## src/rtl/alu_issue_8.sv

```systemverilog
// alu_issue_8: issue stage in front of an external combinational ALU.
// Op-words {A, B, Op[, UseAcc]} are queued in a DEPTH-entry FIFO. The head
// entry drives the ALU operands, and its result is captured into an output
// register that uses a valid/ready handshake.
//
// Build option: define ALU_ACC_FWD_EN to add an 8-bit accumulator. The
// accumulator loads AluResult on every issue. A head entry with UseAcc=1
// then takes the accumulator as operand A.
//
// Ports:
//   Clk, Rst_n            clock, synchronous active-low reset
//   InValid/InReady       upstream handshake; InReady = (Count != DEPTH)
//   InA, InB, InOp        operands and op code
//   InUseAcc              select accumulator as A (ALU_ACC_FWD_EN only)
//   AluA, AluB, AluOp     operands driven to the ALU (zero when FIFO empty)
//   AluResult, AluCout    combinational ALU response
//   OutValid/OutReady     downstream handshake
//   OutResult, OutCout,   registered result, carry, and zero flag
//   OutZero
//   Count                 FIFO occupancy
module alu_issue_8 #(
  parameter int unsigned DEPTH = 4
) (
  input  logic                     Clk,
  input  logic                     Rst_n,
  input  logic                     InValid,
  output logic                     InReady,
  input  logic [7:0]               InA,
  input  logic [7:0]               InB,
  input  logic [2:0]               InOp,
  input  logic                     InUseAcc,
  output logic [7:0]               AluA,
  output logic [7:0]               AluB,
  output logic [2:0]               AluOp,
  input  logic [7:0]               AluResult,
  input  logic                     AluCout,
  output logic                     OutValid,
  input  logic                     OutReady,
  output logic [7:0]               OutResult,
  output logic                     OutCout,
  output logic                     OutZero,
  output logic [$clog2(DEPTH):0]   Count
);

  localparam int unsigned PW = $clog2(DEPTH);
  localparam int unsigned CW = PW + 1;
  localparam logic [CW-1:0] FULL = CW'(DEPTH);

  logic [7:0] a_mem  [DEPTH];
  logic [7:0] b_mem  [DEPTH];
  logic [2:0] op_mem [DEPTH];

`ifdef ALU_ACC_FWD_EN
  logic       use_mem [DEPTH];
  logic [7:0] acc_q, acc_d;
`else
  // InUseAcc has no function in this build.
  logic unused_use_acc;
  assign unused_use_acc = InUseAcc;
`endif

  logic [PW-1:0] wr_ptr_q, wr_ptr_d;
  logic [PW-1:0] rd_ptr_q, rd_ptr_d;
  logic [CW-1:0] count_q, count_d;
  logic          out_valid_q, out_valid_d;
  logic [7:0]    out_result_q, out_result_d;
  logic          out_cout_q, out_cout_d;
  logic          out_zero_q, out_zero_d;

  logic empty;
  logic push;
  logic issue;

  always_comb begin
    empty   = (count_q == '0);
    InReady = (count_q != FULL);
    push    = InValid && InReady;
    // The head may only move when the output register is free, or is being
    // drained on this same edge.
    issue   = !empty && (!out_valid_q || OutReady);
  end

  // ALU operands come straight from the FIFO head.
  always_comb begin
    AluA  = '0;
    AluB  = '0;
    AluOp = '0;
    if (!empty) begin
      AluA  = a_mem[rd_ptr_q];
      AluB  = b_mem[rd_ptr_q];
      AluOp = op_mem[rd_ptr_q];
`ifdef ALU_ACC_FWD_EN
      if (use_mem[rd_ptr_q]) begin
        AluA = acc_q;
      end
`endif
    end
  end

  always_comb begin
    wr_ptr_d     = wr_ptr_q;
    rd_ptr_d     = rd_ptr_q;
    count_d      = count_q;
    out_valid_d  = out_valid_q;
    out_result_d = out_result_q;
    out_cout_d   = out_cout_q;
    out_zero_d   = out_zero_q;
`ifdef ALU_ACC_FWD_EN
    acc_d        = acc_q;
`endif

    // DEPTH is a power of two, so the pointers wrap naturally.
    if (push) begin
      wr_ptr_d = wr_ptr_q + PW'(1);
    end
    if (issue) begin
      rd_ptr_d = rd_ptr_q + PW'(1);
    end

    unique case ({push, issue})
      2'b10:   count_d = count_q + CW'(1);
      2'b01:   count_d = count_q - CW'(1);
      default: count_d = count_q;
    endcase

    if (issue) begin
      out_valid_d  = 1'b1;
      out_result_d = AluResult;
      out_cout_d   = AluCout;
      out_zero_d   = (AluResult == 8'h00);
`ifdef ALU_ACC_FWD_EN
      acc_d        = AluResult;
`endif
    end else if (out_valid_q && OutReady) begin
      out_valid_d = 1'b0;
    end
  end

  always_ff @(posedge Clk) begin
    if (!Rst_n) begin
      wr_ptr_q     <= '0;
      rd_ptr_q     <= '0;
      count_q      <= '0;
      out_valid_q  <= 1'b0;
      out_result_q <= '0;
      out_cout_q   <= 1'b0;
      out_zero_q   <= 1'b0;
`ifdef ALU_ACC_FWD_EN
      acc_q        <= '0;
`endif
    end else begin
      wr_ptr_q     <= wr_ptr_d;
      rd_ptr_q     <= rd_ptr_d;
      count_q      <= count_d;
      out_valid_q  <= out_valid_d;
      out_result_q <= out_result_d;
      out_cout_q   <= out_cout_d;
      out_zero_q   <= out_zero_d;
`ifdef ALU_ACC_FWD_EN
      acc_q        <= acc_d;
`endif
    end
  end

  // Storage is not reset: the pointers and the count define which entries
  // are live.
  always_ff @(posedge Clk) begin
    if (Rst_n && push) begin
      a_mem[wr_ptr_q]   <= InA;
      b_mem[wr_ptr_q]   <= InB;
      op_mem[wr_ptr_q]  <= InOp;
`ifdef ALU_ACC_FWD_EN
      use_mem[wr_ptr_q] <= InUseAcc;
`endif
    end
  end

  always_comb begin
    OutValid  = out_valid_q;
    OutResult = out_result_q;
    OutCout   = out_cout_q;
    OutZero   = out_zero_q;
    Count     = count_q;
  end

endmodule

```

## config.mk

```make
export PLATFORM = sky130hd
export DESIGN_NAME = alu_issue_8
export DESIGN_NICKNAME = d
export VERILOG_FILES = /design/src/rtl/alu_issue_8.sv
export SDC_FILE = /design/constraint.sdc
export NUM_CORES = 1
export LEC_CHECK = 0
export ABC_AREA = 1
export CORE_UTILIZATION = 40
export CTS_CLUSTER_SIZE = 16
export DETAILED_ROUTE_END_ITERATION = 16
export PLACE_DENSITY = 0.69
export SYNTH_ARGS = -nofsm -noshare
export SYNTH_HDL_FRONTEND = slang
export SYNTH_SLANG_ARGS = --single-unit
```

## constraint.sdc

```tcl
create_clock -name Clk -period 2.3 [get_ports Clk]
set_clock_uncertainty 0.05 [all_clocks]
set_input_delay 0.46 -clock Clk [delete_from_list [all_inputs] [get_ports Clk]]
set_output_delay 0.46 -clock Clk [all_outputs]
set_load 0.03 [all_outputs]
```

==> results of run 1 <==
==> what timing repair did <==
action / 4_1_cts / 5_1_grt
setup endpoints to repair: 12 / 12
hold endpoints to repair: 0 / 0
pin swaps: 0 / 0
resized for setup: 22 / 9
==> cell families (layout without fill, tap and decap cells) <==
| logic type | count (synthesis) | in the layout | synth area share |
|---|---|---|---|
| AND/OR/NAND/NOR | 192 | 192 | 0.1946 |
| flip-flops | 96 | 96 | 0.6753 |
| AO/OA/AOI/OAI | 46 | 46 | 0.05795 |
| buffers and inverters | 40 | 122 | 0.05134 |
| adder cells (fa/ha/maj) | 6 | 6 | 0.02079 |
==> flip-flops by register name (all words and copies together) (netlist names), named ones only <==
| name | count |
|---|---|
| a_mem | 32 |
| b_mem | 32 |
| op_mem | 12 |
| OutResult | 8 |
| Count | 3 |
| rd_ptr_q | 2 |
| wr_ptr_q | 2 |
| OutCout | 1 |
| OutValid | 1 |
| OutZero | 1 |
==> routing by layer <==
layer | GRT usage | up-vias | wire length, µm
met2 | 0.2666 | 73 | 3628
li1 | - | 1408 | -
met3 | 0.05728 | 10 | 690
met1 | 0.1954 | 1241 | 3377
met5 | 0 | - | 0
met4 | 0.06912 | 0 | 114
==> critical path: cells and delay by family, from the launching register on <==
kind,cells,cell delay (ps)
DFF,1,390
buffers and inverters,2,800
and+or+nand+nor,1,190
==> worst min path at each step <==
stage / to / slack [ps] / start / depth (start not counted)
after global placement: OutResult[0] / 410 / OutResult[0] / 2
after global routing: OutResult[1] / 460 / OutResult[1] / 2
final: OutResult[1] / 440 / OutResult[1] / 2
after floorplan: flip-flop / 400 / rd_ptr_q[0] / 2
after detailed placement: OutResult[1] / 430 / OutResult[1] / 2
after CTS: OutResult[1] / 440 / OutResult[1] / 2
==> synthesized netlist by cell type (5+ instances only) <==
master    number
ha_1           5
nand3_1        6
nand2_1      103
nor2_1        71
nand3b_1       9
inv_1         16
o21ai_0       20
buf_2          7
inv_2          5
a21oi_1       25
dfxtp_1       20
edfxtp_1      76
==> power by group through the flow <==
stage	combinational, mW	clock (mW)	sequential, mW
3_3_place_gp	3.03	0	2.21
6_report	2.96	0.963	2.18
2_1_floorplan	1.70	0	2.41
4_1_cts	3.00	1.00	2.18
5_1_grt	3.24	1.07	2.20
3_5_place_dp	3.06	0	2.22
==> final cells by class <==
| class | count | share of cell area |
|---|---|---|
| flip-flops and latches | 96 | 0.5329 |
| inverters | 21 | 0.01565 |
| clock inverters | 5 | 0.008199 |
| clock buffers | 11 | 0.02609 |
| multi-input cells | 244 | 0.2176 |
| repair buffers | 85 | 0.1665 |
| well taps | 133 | 0.03304 |
==> per-stage QoR <==
| stage | utilization | total power [mW] | instances |
|---|---|---|---|
| after floorplan | - | 4.112 | 380 |
| after global placement | 0.5041 | 5.236 | 579 |
| after detailed placement | 0.5041 | 5.278 | 579 |
| after CTS | 0.5217 | 6.180 | 595 |
| after global routing | 0.5200 | 6.506 | 595 |
| final | 0.5200 | 6.106 | 595 |
==> results.py, run 1 <==
metrics = {
    "outcome": {
        "status": "complete, but fails checks",
        "violations": "design-rule violations",
    },
    "worst_setup_path": {
        "rr_worst_depth": 14,
        "reg2reg_slack_ps": 300,
        "reg2reg_to": "Count[2]",
        "worst-setup-path-type": "flip-flop to output port",
        "rr_startpoint": "Count[1]",
        "crit_path_start_kind": "flip-flop",
        "worstPathCellList": "inv_2 > nand3_1 > clkdlybuf4s50_1",
        "critPathMaxStageDelay_ps": 720,
        "slowest_stage": "clkdlybuf4s50_1",
        "cp-end-kind": "output port",
        "worst-path-max-fanout": 5,
        "endpoint": "InReady",
        "crit_start": "Count[1]",
        "cp.arrival_ps": 1740,
        "worstPathRequired_ps": 1790,
    },
    "power_and_ir_drop": {
        "p_int_mw": 3.582,
        "irDropWorstVdd_mv": 0.8369,
        "p_leak_nw": 1.984,
        "p_seq_frac": 0.357,
        "clock_power_share": 0.158,
        "powerDensity_mw_per_mm2": 1212,
        "switching_share": 0.4133,
        "pwr-share-comb": 0.485,
        "p_switching_mw": 2.524,
    },
    "final_layout": {
        "regArea_mm2": 0.002684,
        "finalInstanceArea_mm2": 0.005036,
        "final_common_cell": "nand2_1",
        "mostFrequentLayoutCells": "nand2_1, edfxtp_1, nor2_1",
        "drive_gt1_frac": 0.1320,
        "diodes": 0,
        "syn2layout_area_growth_pct": 26.77,
        "multi_input_area_mm2": 0.001096,
        "nets": 496,
        "fill_cells": 859,
    },
    "synthesis": {
        "yosys_most_used_dff": "edfxtp_1",
        "syn_area_mm2": 0.003973,
        "synth_top_cell_by_area": "edfxtp_1",
        "synth.yosys.seq_area_share": 0.6753,
        "ys_ff_latch": 96,
        "synth_top_cell_area_share": 0.5745,
        "async_reset_ff_frac": 0,
        "postSynthCellCount": 380,
        "ys_top_cells_by_area": "edfxtp_1, dfxtp_1, nand2_1",
        "synthesis.nets": 419,
        "synth.avg_cell_area_um2": 10.45,
        "synth_warnings": 0,
        "ys_types": 19,
        "synth-edff-count": 76,
    },
    "clock_network": {
        "path_clk_slew_ps": 80,
        "cts_max_level": 3,
        "numCtsBuffers": 9,
        "clockBufferDepth": 2,
        "clk_latency_ps": 350,
        "cts_tree": "done",
        "cts.sinks": 96,
        "clock-root-buffer": "clkbuf_8",
        "hold_buffers": 0,
        "cts_setup_buffers": 0,
    },
    "global_routing": {
        "antenna_found_initial": 0,
        "grt_max_degree": 39,
        "grt_use_total": 0.1630,
        "grt_remaining_overflow": 0,
        "grt_pass1_vias": 2673,
        "grt_pass1_wl_um": 12590,
    },
    "placement": {
        "gp_congestion": 0.8597,
        "place_area_mm2": 0.004882,
        "portBuffers": 65,
        "hpwl_um": 5077,
        "dp_slack_ps": 14.26,
    },
    "sta": {
        "slew-limit-headroom": 0.7727,
        "fin_hold_ws_ps": 440.5,
        "fin_crit_sh": 0.9769,
        "finalCriticalPeriod_ps": 2247,
        "drv_slew": 0,
        "max_slew.worst_pin.slew_ps": 339.9,
        "finalHoldViolCount": 0,
        "rsz0062_at_grt": "false",
        "fin_setup_tns_ps": 0,
        "finalSetupViolCount": 0,
        "finalWorstSetupSlack_ps": 53.03,
        "fmax_ghz": 0.4450,
    },
    "detailed_routing": {
        "vias_per_cell": 4.592,
        "ant_nets": 0,
        "drt_iter0_markers": 197,
        "vias": 2732,
        "wl_per_cell_um": 13.13,
        "wl_um": 7810,
        "first_pass_iters": 10,
        "route.detailed.drc": 1,
    },
    "die": {
        "dieArea_mm2": 0.01033,
        "io_pins": 67,
        "fp.dieW_um": 101.7,
        "start_util": 0.4102,
        "row_count": 36,
        "die_h_um": 101.7,
        "core-area_mm2": 0.009684,
    },
    "min_path": {
        "hp-class": "flip-flop to flip-flop",
    },
    "flow_run": {
        "maxCapViolations": 0,
    },
}
Power figures use the tool's default switching activity.
==> inputs of run 2 (changes only) <==
--- a/config.mk
+++ b/config.mk
@@ -9,6 +9,7 @@
 export CORE_UTILIZATION = 40
 export CTS_CLUSTER_SIZE = 16
 export DETAILED_ROUTE_END_ITERATION = 16
+export GPL_ROUTABILITY_DRIVEN = 0
 export PLACE_DENSITY = 0.69
 export SYNTH_ARGS = -nofsm -noshare
 export SYNTH_HDL_FRONTEND = slang
==> results of run 2 <==
No change in the layout: final DEF, timing and power equal those of run 1.
